--- src/rtl/updown_counter_param.sv ---
// ============================================================================
// updown_counter_param
// ----------------------------------------------------------------------------
// Purpose:
//   Loadable up/down counter with configurable width, a prescaled step tick
//   and a selectable behaviour at the count boundaries (saturate, wrap or
//   auto-reload from the last loaded value). A one-cycle registered pulse on
//   tc marks every boundary event. Intended as a general timer/event counter
//   whose zero/tc outputs feed control FSMs.
//
// Parameters:
//   WIDTH     counter, load and reload width in bits (>= 2)
//   PRESCALE  step tick period in clock cycles (1 = every cycle, >= 1)
//   MODE      boundary mode: 0 = saturate, 1 = wrap, 2 = auto-reload;
//             any other value behaves as saturate
//
// Ports:
//   clock    in   1      rising-edge clock
//   reset_n  in   1      asynchronous active-low reset
//   in       in   WIDTH  load value, sampled when latch = 1
//   latch    in   1      synchronous load of count and reload register
//   inc      in   1      request a +1 step on the next tick
//   dec      in   1      request a -1 step on the next tick
//   count    out  WIDTH  current count (registered)
//   zero     out  1      count == 0
//   max      out  1      count == all ones
//   tc       out  1      one-cycle boundary event pulse (registered)
// ============================================================================
module updown_counter_param #(
    parameter int WIDTH    = 4,
    parameter int PRESCALE = 1,
    parameter int MODE     = 0
) (
    input  logic             clock,
    input  logic             reset_n,
    input  logic [WIDTH-1:0] in,
    input  logic             latch,
    input  logic             inc,
    input  logic             dec,
    output logic [WIDTH-1:0] count,
    output logic             zero,
    output logic             max,
    output logic             tc
);

    typedef enum logic [1:0] {
        BOUND_SATURATE = 2'd0,
        BOUND_WRAP     = 2'd1,
        BOUND_RELOAD   = 2'd2
    } bound_mode_t;

    // Unsupported MODE values fall back to saturating behaviour.
    localparam bound_mode_t BOUND_MODE = (MODE == 1) ? BOUND_WRAP :
                                         (MODE == 2) ? BOUND_RELOAD :
                                                       BOUND_SATURATE;

    // A one-bit prescaler is kept even when PRESCALE is 1 so the tick
    // comparison below stays uniform; it simply never leaves zero then.
    localparam int PSW = (PRESCALE > 1) ? $clog2(PRESCALE) : 1;
    localparam logic [PSW-1:0]   PRE_LAST  = PSW'(PRESCALE - 1);
    localparam logic [WIDTH-1:0] COUNT_MAX = {WIDTH{1'b1}};

    logic [WIDTH-1:0] reload;
    logic [PSW-1:0]   prescaler;
    logic [WIDTH-1:0] count_nxt;
    logic [WIDTH-1:0] reload_nxt;
    logic [PSW-1:0]   prescaler_nxt;
    logic             tc_nxt;
    logic             tick;
    logic             step;

    // The step tick fires on the last prescaler phase; inc and dec together
    // cancel out and request nothing.
    assign tick = (prescaler == PRE_LAST);
    assign step = tick & (inc ^ dec);

    // Flags are decoded straight from the count register so they move in
    // the same cycle as count without an extra pipeline stage.
    assign zero = (count == '0);
    assign max  = (count == COUNT_MAX);

    // Next-state logic. A load wins over stepping and restarts the prescaler
    // so that the first step after a load always lands a full PRESCALE
    // cycles later. Running past either end raises tc and then applies the
    // selected boundary behaviour instead of the normal +/-1.
    always_comb begin
        count_nxt     = count;
        reload_nxt    = reload;
        prescaler_nxt = tick ? '0 : prescaler + PSW'(1);
        tc_nxt        = 1'b0;

        if (latch) begin
            count_nxt     = in;
            reload_nxt    = in;
            prescaler_nxt = '0;
        end else if (step) begin
            if (inc) begin
                if (count == COUNT_MAX) begin
                    tc_nxt = 1'b1;
                    case (BOUND_MODE)
                        BOUND_WRAP:   count_nxt = '0;
                        BOUND_RELOAD: count_nxt = reload;
                        default:      count_nxt = count;
                    endcase
                end else begin
                    count_nxt = count + WIDTH'(1);
                end
            end else begin
                if (count == '0) begin
                    tc_nxt = 1'b1;
                    case (BOUND_MODE)
                        BOUND_WRAP:   count_nxt = COUNT_MAX;
                        BOUND_RELOAD: count_nxt = reload;
                        default:      count_nxt = count;
                    endcase
                end else begin
                    count_nxt = count - WIDTH'(1);
                end
            end
        end
    end

    // State registers. Reset is asynchronous and clears everything,
    // including the reload value, so a counter in auto-reload mode must be
    // loaded again after reset before it reloads anything but zero.
    always_ff @(posedge clock or negedge reset_n) begin
        if (!reset_n) begin
            count     <= '0;
            reload    <= '0;
            prescaler <= '0;
            tc        <= 1'b0;
        end else begin
            count     <= count_nxt;
            reload    <= reload_nxt;
            prescaler <= prescaler_nxt;
            tc        <= tc_nxt;
        end
    end

endmodule

--- config.mk ---
export PLATFORM = sky130hd
export DESIGN_NAME = updown_counter_param
export DESIGN_NICKNAME = d
export VERILOG_FILES = /design/src/rtl/updown_counter_param.sv
export SDC_FILE = /design/constraint.sdc
export NUM_CORES = 1
export LEC_CHECK = 0
export ABC_AREA = 1
export CAP_MARGIN = 20
export CORE_AREA = 3 3 40 42
export DETAILED_ROUTE_END_ITERATION = 16
export DIE_AREA = 0 0 43 45
export PLACE_DENSITY = 0.66
export SYNTH_ARGS = -nofsm -noshare
export SYNTH_HDL_FRONTEND = slang
export SYNTH_SLANG_ARGS = --single-unit
export TNS_END_PERCENT = 30
--- constraint.sdc ---
create_clock -name clock -period 2.1 [get_ports clock]
set_clock_uncertainty 0.15 [all_clocks]
set_input_delay 0.42 -clock clock [delete_from_list [all_inputs] [get_ports clock]]
set_output_delay 0.42 -clock clock [all_outputs]
set_load 0.01 [all_outputs]
==> impl_metrics.sql, run 1 <==
INSERT INTO impl_metrics (metric_group, metric, value, unit) VALUES
('outcome', 'status', 'completed', ''),
('min_path', 'timing.hold.worst.class', 'in2async', ''),
('clock_tree', 'ctsLongestPathBuffers', '2', ''),
('detailed_routing', 'drt_iter0_drc', '11', ''),
('worst_setup_path', 'setup.worst_path.end_class', 'primary output', ''),
('sta', 'post_route_setup_tns', '0', 'ns'),
('detailed_routing', 'routed-via-count', '455', ''),
('worst_setup_path', 'worst-endpoint-required', '1.53', 'ns'),
('worst_setup_path', 'worstRegToRegCells', '5', ''),
('clock_tree', 'tritoncts_num_sinks', '5', ''),
('grt', 'largest_net_degree_at_the_start_of_global_routing', '9', ''),
('detailed_routing', 'vias_per_cell', '4.64', ''),
('power_and_ir_drop', 'power_density', '864', 'nW/um^2'),
('die', 'fp-row-count', '13', ''),
('clock_tree', 'clock_latency_late_sink', '0.25', 'ns'),
('die', 'fp.dieArea', '1940', 'sq um'),
('sta', 'fin_crit', '1.98', 'ns'),
('cells_and_area', 'most-common-layout-cells', '16 x sky130_fd_sc_hd__nand2_1, 14 x sky130_fd_sc_hd__clkdlybuf4s50_1, 7 x sky130_fd_sc_hd__buf_4', ''),
('clock_tree', 'holdBufCountCts', '0', ''),
('worst_setup_path', 'startpoint_type', 'flop', ''),
('yosys', 'synth-seq-cells', '5', ''),
('die', 'die-height', '45', 'um'),
('place', 'port_buffers', '15', ''),
('cells_and_area', 'multi_input_area', '277', 'sq um'),
('yosys', 'post_synth_instance_area', '430', 'sq um'),
('cells_and_area', 'final_util', '0.528', ''),
('grt', 'grt_pass1_vias', '416', ''),
('sta', 'timing.final.hold_violations', '0', ''),
('yosys', 'postSynthCellCount', '58', ''),
('clock_tree', 'clock_tree_from_tritoncts', 'yes', ''),
('detailed_routing', 'detail_route.first_pass.iterations', '6', ''),
('sta', 'setup_repair_after_global_routing_missed_its_margin', 'false', ''),
('power_and_ir_drop', 'p_total', '0.586', 'mW'),
('worst_setup_path', 'cpPeakStageDelay', '0.54', 'ns'),
('place', 'dp.final_hpwl', '885', 'um'),
('grt', 'globalRouteOverflowTotal', '0', ''),
('worst_setup_path', 'worstReg2RegStart', 'count[0]', ''),
('worst_setup_path', 'cpMaxStageDelayCell', 'sky130_fd_sc_hd__clkdlybuf4s50_1', ''),
('cells_and_area', 'area_delta_synth_final', '57.6', '%'),
('yosys', 'syn_nets', '70', ''),
('detailed_routing', 'wl_per_cell', '11.6', 'um'),
('die', 'initial_utilization', '0.335', ''),
('yosys', 'number_of_distinct_library_cells_after_synthesis', '20', ''),
('place', 'placed_cell_area', '618', 'sq um'),
('clock_tree', 'htree_levels', '1', ''),
('place', 'pre_cts_setup_slack', '-0.104', 'ns'),
('sta', 'fin_ws', '0.122', 'ns'),
('sta', 'setup_viol', '0', ''),
('die', 'core_region_area', '1280', 'sq um'),
('detailed_routing', 'drcViolationCount', '0', ''),
('place', 'globalplace.congestion', '0.801', ''),
('sta', 'relSlewSlack', '0.814', ''),
('worst_setup_path', 'worstSetupPathType', 'reg2out', ''),
('cells_and_area', 'antenna_cells_inserted', '0', ''),
('cells_and_area', 'design_area', '678', 'sq um'),
('run', 'maxCapViolations', '0', ''),
('cells_and_area', 'drive_above_1_share', '0.277', ''),
('grt', 'number_of_antenna_violations_at_the_first_check_in_global_routing', '0', ''),
('worst_setup_path', 'cp_max_fo', '4', ''),
('yosys', 'post_synth.cell_area_avg', '7.42', 'sq um'),
('power_and_ir_drop', 'peakVddDrop', '0.000467', 'V'),
('clock_tree', 'clkSlewWorstSetupHoldPaths', '0.05', 'ns'),
('cells_and_area', 'layout.cells.most_common', 'sky130_fd_sc_hd__nand2_1', ''),
('sta', 'max_slew.worst_pin.slew', '0.278', 'ns'),
('detailed_routing', 'drt.antenna.violating_nets', '0', ''),
('sta', 'slew_violations', '0', ''),
('grt', 'global_route_wire_length_before_repair', '1800', 'um'),
('cells_and_area', 'num-fill-cells', '126', ''),
('grt', 'globalRouteTotalUtil', '0.133', ''),
('die', 'chipWidth', '43', 'um'),
('cells_and_area', 'layout.nets', '96', '');
## final timing paths
check | endpoint | slack, ns
worst max-delay path | max | 0.12
min in group clock | count[3] | 0.38
max in group asynchronous | count[1] | 1.30
worst max register to register | count[2] | 0.32
worst min register to register | count[3] | 0.38
worst min-delay path | tc | 0.26
## metrics by stage
step           hold slack, ns  cells
4_1_cts                 0.270     97
3_3_place_gp            0.423     91
5_1_grt                 0.266     98
3_5_place_dp            0.419     91
6_report                0.264     98
2_1_floorplan         -0.0256     58
## area by class of cell
type                    instances  area share
inverters                       6      0.0332
well taps                      15      0.0277
repair buffers                 22       0.303
clock buffers                   4      0.0387
flip-flops and latches          5       0.190
multi-input cells              46       0.408
## sequential cells by signal (all words and copies together), names as in the netlist
signal / cells
tc: 1
count: 4
## metal layers
| layer | track usage | vias to the layer above | wire length, um |
|---|---|---|---|
| li1 | - | 242 | - |
| met1 | 0.159 | 195 | 475 |
| met2 | 0.207 | 18 | 581 |
| met3 | 0.0637 | 0 | 80 |
| met4 | 0.0542 | 0 | 0 |
| met5 | 0 | - | 0 |
## worst max-delay path: cells and delay by family (launching register included)
kind	cells	cell delay [ns]
buffers and inverters	1	0.54
and+or+nand+nor	2	0.22
DFF	1	0.40
## where the power goes
group	switching (mW)	internal, mW	leakage, nW
combinational	0.147	0.165	0.266
sequential	0.0328	0.125	0.0586
clock	0.0444	0.0721	0.0150
total	0.224	0.362	0.339
## cell families (layout without fill, tap and decap cells)
family	count (synthesis)	count (layout)	share of synthesized area
buf+inv	7	32	0.0785
mux	1	1	0.0233
flops	5	5	0.291
fa+ha+maj	3	3	0.105
simple gates	33	33	0.387
compound gates	9	9	0.116
## cells in the mapped netlist
master	count	area share
sky130_fd_sc_hd__a21oi_1	4	0.047
sky130_fd_sc_hd__a22oi_1	1	0.017
sky130_fd_sc_hd__buf_6	1	0.026
sky130_fd_sc_hd__dfrtp_1	5	0.29
sky130_fd_sc_hd__fa_1	1	0.047
sky130_fd_sc_hd__ha_1	2	0.058
sky130_fd_sc_hd__inv_1	5	0.044
sky130_fd_sc_hd__inv_2	1	0.0087
sky130_fd_sc_hd__mux2i_1	1	0.023
sky130_fd_sc_hd__nand2_1	16	0.14
sky130_fd_sc_hd__nand2_2	2	0.029
sky130_fd_sc_hd__nand3_1	4	0.047
sky130_fd_sc_hd__nand3_2	1	0.023
sky130_fd_sc_hd__nand3_4	1	0.041
sky130_fd_sc_hd__nor2_1	6	0.052
sky130_fd_sc_hd__nor2_2	1	0.015
sky130_fd_sc_hd__nor2_4	1	0.026
sky130_fd_sc_hd__o211ai_1	1	0.017
sky130_fd_sc_hd__o21ai_1	3	0.035
sky130_fd_sc_hd__or2_2	1	0.015
## what timing repair did
action                                  in CTS  in global routing
endpoints found under the setup margin       1                  2
pin swaps                                    0                  0
gates resized for setup                      2                  4
buffers inserted                             2                  1
Power figures use the tool's default switching activity.
==> run 2, diff against run 1 <==
==> constraint.sdc (replaced) <==
create_clock -name clock -period 2 [get_ports clock]
set_clock_uncertainty 0.15 [all_clocks]
set_input_delay 0.4 -clock clock [delete_from_list [all_inputs] [get_ports clock]]
set_output_delay 0.4 -clock clock [all_outputs]
set_load 0.01 [all_outputs]
==> run 2 against run 1 <==
Compared with the run above:
- non-clock buffer count grew 1
- critical endpoint is now count[2]
- core utilization grew 0.19 points
- clock power grew 6%
- wire length shrank 3.7%
- highest routed layer is now met4
- flip-flop and latch count is the same
==> impl_metrics.sql, run 2 (synthesis gave the netlist of run 1 again) <==
INSERT INTO impl_metrics (metric_group, metric, value, unit) VALUES
('outcome', 'status', 'completed', ''),
('grt', 'globalRouteTotalUtil', '0.133', ''),
('place', 'port_buffers', '15', ''),
('clock_tree', 'tritoncts_num_sinks', '5', ''),
('sta', 'relSlewSlack', '0.817', ''),
('detailed_routing', 'routed-via-count', '456', ''),
('cells_and_area', 'most-common-layout-cells', '16 x sky130_fd_sc_hd__nand2_1, 13 x sky130_fd_sc_hd__clkdlybuf4s50_1, 8 x sky130_fd_sc_hd__buf_4', ''),
('power_and_ir_drop', 'p_comb_frac', '0.538', ''),
('detailed_routing', 'drt.antenna.violating_nets', '0', ''),
('sta', 'worst_hold_slack', '0.238', 'ns'),
('worst_setup_path', 'cp_max_fo', '3', ''),
('run', 'maxCapViolations', '0', ''),
('min_path', 'timing.hold.worst.class', 'in2async', ''),
('cells_and_area', 'multi_input_area', '274', 'sq um'),
('sta', 'fmax', '518', 'MHz'),
('sta', 'setup_viol', '0', ''),
('die', 'core_region_area', '1280', 'sq um'),
('die', 'fp-row-count', '13', ''),
('power_and_ir_drop', 'intPower', '0.382', 'mW'),
('power_and_ir_drop', 'leakage', '0.351', 'nW'),
('place', 'pre_cts_setup_slack', '-0.184', 'ns'),
('power_and_ir_drop', 'p_total', '0.618', 'mW'),
('detailed_routing', 'vias_per_cell', '4.61', ''),
('sta', 'timing.final.hold_violations', '0', ''),
('worst_setup_path', 'worst-endpoint-required', '1.98', 'ns'),
('sta', 'fin_ws', '0.0681', 'ns'),
('clock_tree', 'htree_levels', '1', ''),
('cells_and_area', 'antenna_cells_inserted', '0', ''),
('cells_and_area', 'drive_above_1_share', '0.262', ''),
('clock_tree', 'cts_made_buffers', '3', ''),
('detailed_routing', 'detail_route.first_pass.iterations', '4', ''),
('clock_tree', 'ctsLongestPathBuffers', '2', ''),
('place', 'dp.final_hpwl', '885', 'um'),
('cells_and_area', 'layout.cells.non_filler', '99', ''),
('place', 'globalplace.congestion', '0.801', ''),
('grt', 'largest_net_degree_at_the_start_of_global_routing', '9', ''),
('sta', 'setup_repair_after_global_routing_missed_its_margin', 'false', ''),
('cells_and_area', 'layout.nets', '97', ''),
('clock_tree', 'holdBufCountCts', '0', ''),
('worst_setup_path', 'startpoint_type', 'input pin', ''),
('worst_setup_path', 'critical_path.reg2reg.endpoint', 'count[2]', ''),
('clock_tree', 'clock_latency_late_sink', '0.25', 'ns'),
('clock_tree', 'clock_tree_root', 'sky130_fd_sc_hd__clkbuf_4', ''),
('cells_and_area', 'largest_register', 'count', ''),
('worst_setup_path', 'worstSetupPathType', 'in2reg', ''),
('clock_tree', 'clock_tree_from_tritoncts', 'yes', ''),
('die', 'fp.dieArea', '1940', 'sq um'),
('die', 'initial_utilization', '0.335', ''),
('power_and_ir_drop', 'p_sw_frac', '0.382', ''),
('clock_tree', 'clkSlewWorstSetupHoldPaths', '0.05', 'ns'),
('worst_setup_path', 'worst-r2r-setup-slack', '0.23', 'ns'),
('sta', 'fin_crit', '1.93', 'ns'),
('die', 'die-height', '45', 'um'),
('cells_and_area', 'num-fill-cells', '123', ''),
('grt', 'global_route_wire_length_before_repair', '1800', 'um'),
('power_and_ir_drop', 'switching_power', '0.236', 'mW'),
('worst_setup_path', 'cp.arrival', '1.92', 'ns'),
('detailed_routing', 'wl_per_cell', '11.1', 'um'),
('sta', 'min_period_over_period', '0.966', ''),
('power_and_ir_drop', 'share_seq_of_total_power', '0.261', ''),
('worst_setup_path', 'worstReg2RegStart', 'count[0]', ''),
('cells_and_area', 'area_delta_synth_final', '58.1', '%'),
('sta', 'post_route_setup_tns', '0', 'ns'),
('detailed_routing', 'drt-total-wl', '1100', 'um'),
('cells_and_area', 'sequential_area', '128', 'sq um'),
('worst_setup_path', 'setup.worst_path.end_class', 'flop', ''),
('die', 'chipWidth', '43', 'um'),
('grt', 'number_of_antenna_violations_at_the_first_check_in_global_routing', '0', ''),
('cells_and_area', 'largest_reg_flops', '4', ''),
('grt', 'grt_pass1_vias', '416', ''),
('detailed_routing', 'drt_iter0_drc', '14', ''),
('power_and_ir_drop', 'power_density', '907', 'nW/um^2'),
('power_and_ir_drop', 'clockPowerShare', '0.201', ''),
('cells_and_area', 'top_regs', 'count: 4 flops, tc: 1 flops', ''),
('sta', 'slew_violations', '0', ''),
('worst_setup_path', 'worstRegToRegCells', '5', ''),
('grt', 'globalRouteOverflowTotal', '0', ''),
('place', 'numPlacedInstances', '91', ''),
('cells_and_area', 'layout.cells.most_common', 'sky130_fd_sc_hd__nand2_1', ''),
('power_and_ir_drop', 'peakVddDrop', '0.000497', 'V'),
('detailed_routing', 'drcViolationCount', '0', ''),
('die', 'floorplan.io_pins', '16', ''),
('sta', 'max_slew.worst_pin.slew', '0.274', 'ns');
[run 2: cell count changes in the layout (fill, tap and decap cells not counted), sizes merged]
cell / before / now
dlygate4sd2: 0 / 1
buf: 7 / 8
clkdlybuf4s50: 14 / 13
[run 2: power by group through the flow]
stage | Combinational [mW] | Sequential [mW] | Clock, mW
finish | 0.332 | 0.161 | 0.124
global route | 0.370 | 0.164 | 0.136
CTS | 0.313 | 0.165 | 0.127
detailed placement | 0.284 | 0.168 | 0
global placement | 0.277 | 0.168 | 0
floorplan | 0.144 | 0.176 | 0
[run 2: worst max-delay path, cell delays in order]
cell	delay (ns)
sky130_fd_sc_hd__clkdlybuf4s50_1	0.50
sky130_fd_sc_hd__inv_2	0.06
sky130_fd_sc_hd__fa_1	0.43
sky130_fd_sc_hd__or2_2	0.29
sky130_fd_sc_hd__a22oi_1	0.17
sky130_fd_sc_hd__o21ai_1	0.07
[run 2: worst max path at each step]
stage,from,to,slack (ns),cells past startpoint
after detailed placement,inc,count[2],-0.18,6
after CTS,count[3],max,0.008,3
after global routing,inc,count[2],0.03,6
after global placement,inc,count[2],-0.15,6
after floorplan,count[0],count[2],0.36,4
final,inc,count[2],0.07,6
[run 2: metrics by stage]
stage / cell area [sq um] / util
after floorplan: 430 / -
after global placement: 618 / 0.481
after detailed placement: 618 / 0.481
after CTS: 663 / 0.516
after global routing: 681 / 0.530
final: 681 / 0.530
[run 2: metal layers]
metal / part of all wire / track usage / vias up
met5: 0 / 0 / -
met4: 0.010 / 0.0542 / 0
met3: 0.062 / 0.0637 / 3
met2: 0.51 / 0.207 / 12
met1: 0.42 / 0.159 / 198
li1: - / - / 243
[run 2: timing repair]
action	4_1_cts	5_1_grt
buffers inserted	2	2
resized for setup	4	1
cloned	0	0
endpoints found under the setup margin	2	1
[run 2: cell type report]
class                      count  share of cell area
clock buffer                   4              0.0386
inverter                       6              0.0331
multi-input combinational     46               0.403
sequential                     5               0.187
tap                           15              0.0276
timing repair buffer          23               0.311
==> run 3, diff against run 2 <==
==> constraint.sdc (replaced) <==
create_clock -name clock -period 2.1 [get_ports clock]
set_clock_uncertainty 0.15 [all_clocks]
set_input_delay 0.42 -clock clock [delete_from_list [all_inputs] [get_ports clock]]
set_output_delay 0.42 -clock clock [all_outputs]
set_load 0.005 [all_outputs]
==> run 3 against run 2 <==
Compared with the run above:
- highest routed layer unchanged
- core utilization shrank 1.6 points
- power shrank 12%
- die area is the same
- via count grew 0.22%
- cell count shrank 3.0%
- critical endpoint is now zero
- critical path type is now reg2out
- largest power group unchanged
- combinational power shrank 22%
- sequential share of layout area grew 0.76 points
==> impl_metrics.sql, run 3 (synthesis gave the netlist of run 1 again) <==
INSERT INTO impl_metrics (metric_group, metric, value, unit) VALUES
('cells_and_area', 'layout.cells.most_common', 'sky130_fd_sc_hd__nand2_1', ''),
('worst_setup_path', 'cp.arrival', '1.45', 'ns'),
('die', 'core_region_area', '1280', 'sq um'),
('sta', 'max_slew.worst_pin.slew', '0.222', 'ns'),
('cells_and_area', 'design_area', '661', 'sq um'),
('grt', 'number_of_antenna_violations_at_the_first_check_in_global_routing', '0', ''),
('sta', 'min_period_over_period', '0.960', ''),
('worst_setup_path', 'worst-endpoint-required', '1.53', 'ns'),
('detailed_routing', 'routed-via-count', '457', ''),
('grt', 'largest_net_degree_at_the_start_of_global_routing', '9', ''),
('detailed_routing', 'detail_route.first_pass.iterations', '4', ''),
('cells_and_area', 'layout.nets', '94', ''),
('power_and_ir_drop', 'peakVddDrop', '0.000408', 'V'),
('outcome', 'status', 'completed', ''),
('detailed_routing', 'drcViolationCount', '0', ''),
('detailed_routing', 'drt_iter0_drc', '4', ''),
('worst_setup_path', 'cp_max_fo', '6', ''),
('cells_and_area', 'largest_reg_flops', '4', ''),
('run', 'maxCapViolations', '0', ''),
('worst_setup_path', 'startpoint_type', 'flop', ''),
('worst_setup_path', 'cpMaxStageDelayCell', 'sky130_fd_sc_hd__clkdlybuf4s50_1', ''),
('die', 'fp.dieArea', '1940', 'sq um'),
('detailed_routing', 'drt.antenna.violating_nets', '0', ''),
('sta', 'timing.final.hold_violations', '0', ''),
('cells_and_area', 'most-common-layout-cells', '16 x sky130_fd_sc_hd__nand2_1, 15 x sky130_fd_sc_hd__clkdlybuf4s50_1, 5 x sky130_fd_sc_hd__inv_1, 5 x sky130_fd_sc_hd__buf_4', ''),
('min_path', 'timing.hold.worst.class', 'in2async', ''),
('clock_tree', 'tritoncts_num_sinks', '5', ''),
('clock_tree', 'htree_levels', '1', ''),
('cells_and_area', 'area_delta_synth_final', '53.5', '%'),
('sta', 'setup_viol', '0', ''),
('clock_tree', 'clock_tree_root', 'sky130_fd_sc_hd__clkbuf_4', ''),
('place', 'globalplace.congestion', '0.789', ''),
('place', 'dp.final_hpwl', '851', 'um'),
('cells_and_area', 'drive_above_1_share', '0.259', ''),
('clock_tree', 'ctsLongestPathBuffers', '2', ''),
('sta', 'worst_hold_slack', '0.229', 'ns'),
('grt', 'globalRouteOverflowTotal', '0', ''),
('detailed_routing', 'wl_per_cell', '11.2', 'um'),
('clock_tree', 'clock_latency_late_sink', '0.26', 'ns'),
('place', 'numPlacedInstances', '90', ''),
('detailed_routing', 'vias_per_cell', '4.76', ''),
('cells_and_area', 'antenna_cells_inserted', '0', ''),
('clock_tree', 'clkSlewWorstSetupHoldPaths', '0.05', 'ns'),
('sta', 'fin_crit', '2.02', 'ns'),
('cells_and_area', 'largest_register', 'count', ''),
('worst_setup_path', 'cpPeakStageDelay', '0.49', 'ns'),
('power_and_ir_drop', 'leakage', '0.313', 'nW'),
('die', 'initial_utilization', '0.335', ''),
('place', 'placed_cell_area', '611', 'sq um'),
('die', 'floorplan.io_pins', '16', ''),
('sta', 'slew_violations', '0', ''),
('grt', 'global_route_wire_length_before_repair', '1760', 'um'),
('worst_setup_path', 'setup.worst_path.end_class', 'primary output', ''),
('worst_setup_path', 'cp_cell_sequence', 'nor2_2, nand2_1, inv_1, clkdlybuf4s50_1', ''),
('worst_setup_path', 'worstSetupPathType', 'reg2out', ''),
('die', 'chipWidth', '43', 'um'),
('place', 'port_buffers', '15', ''),
('sta', 'relSlewSlack', '0.852', ''),
('clock_tree', 'clock_tree_from_tritoncts', 'yes', ''),
('grt', 'globalRouteTotalUtil', '0.126', ''),
('sta', 'setup_repair_after_global_routing_missed_its_margin', 'false', ''),
('power_and_ir_drop', 'power_density', '827', 'nW/um^2'),
('worst_setup_path', 'worst-path-buf-inv', '2', ''),
('grt', 'grt_pass1_vias', '433', ''),
('detailed_routing', 'drt-total-wl', '1080', 'um'),
('clock_tree', 'cts_made_buffers', '3', ''),
('die', 'die-height', '45', 'um'),
('cells_and_area', 'top_regs', 'count: 4 flops, tc: 1 flops', ''),
('worst_setup_path', 'critical-path-top-delay-family', 'buffers and inverters', ''),
('sta', 'fmax', '496', 'MHz'),
('cells_and_area', 'layout.cells.non_filler', '96', ''),
('die', 'fp-row-count', '13', '');
## run 3: cell count changes in the layout (fill, tap and decap cells not counted), sizes merged
cell / delta
clkdlybuf4s50: +2
buf: -3
dlygate4sd2: -1
dlymetal6s2s: -1
## run 3: worst register-to-register path: stages (launching register included)
cell,delay (ns)
sky130_fd_sc_hd__dfrtp_2,0.44
sky130_fd_sc_hd__buf_4,0.16
sky130_fd_sc_hd__fa_1,0.40
sky130_fd_sc_hd__or2_2,0.28
sky130_fd_sc_hd__a22oi_1,0.16
sky130_fd_sc_hd__o21ai_1,0.07
## run 3: stage by stage
step	worst slack (ns)	utilization	total power [mW]	TNS, ns
after global routing	0.00538	0.514	0.597	0
final	0.0838	0.514	0.546	0
after floorplan	0.455	-	0.293	0
after global placement	-0.0701	0.475	0.403	-0.0701
after detailed placement	-0.0964	0.475	0.410	-0.0964
after CTS	0.0212	0.497	0.533	0
## run 3: final timing paths
| check | cells past startpoint | startpoint | slack [ns] | end |
|---|---|---|---|---|
| worst max-delay path | 4 | count[1] | 0.08 | zero |
| min in group clock | 2 | count[3] | 0.43 | count[3] |
| worst min register to register | 2 | count[3] | 0.43 | count[3] |
| worst min-delay path | 1 | reset_n | 0.23 | tc |
| worst max register to register | 5 | count[0] | 0.33 | count[2] |
| max in group asynchronous | 1 | reset_n | 1.36 | count[0] |
## run 3: timing repair
item | in CTS | in global routing
pin swaps | 0 | 0
endpoints found under the setup margin | 2 | 1
buffers inserted | 0 | 2
resized for setup | 1 | 4
hold buffers | 0 | 0
## run 3: layer usage
layer	track usage	wire (um)
met1	0.144	454
met5	0	0
met3	0.0637	77
met2	0.189	525
met4	0.0723	19
## run 3: cell type report
| type | count | area [sq um] |
|---|---|---|
| Clock buffer | 4 | 26.3 |
| Timing Repair Buffer | 20 | 188 |
| Multi-Input combinational cell | 46 | 277 |
| Tap cell | 15 | 18.8 |
| Inverter | 6 | 22.5 |
| Fill cell | 135 | 624 |
| Sequential cell | 5 | 129 |
## run 3: report_power, final
group	internal [mW]	leakage (nW)	switching [mW]
Sequential	0.124	0.0586	0.0449
Clock	0.0723	0.0150	0.0465
Combinational	0.144	0.239	0.114
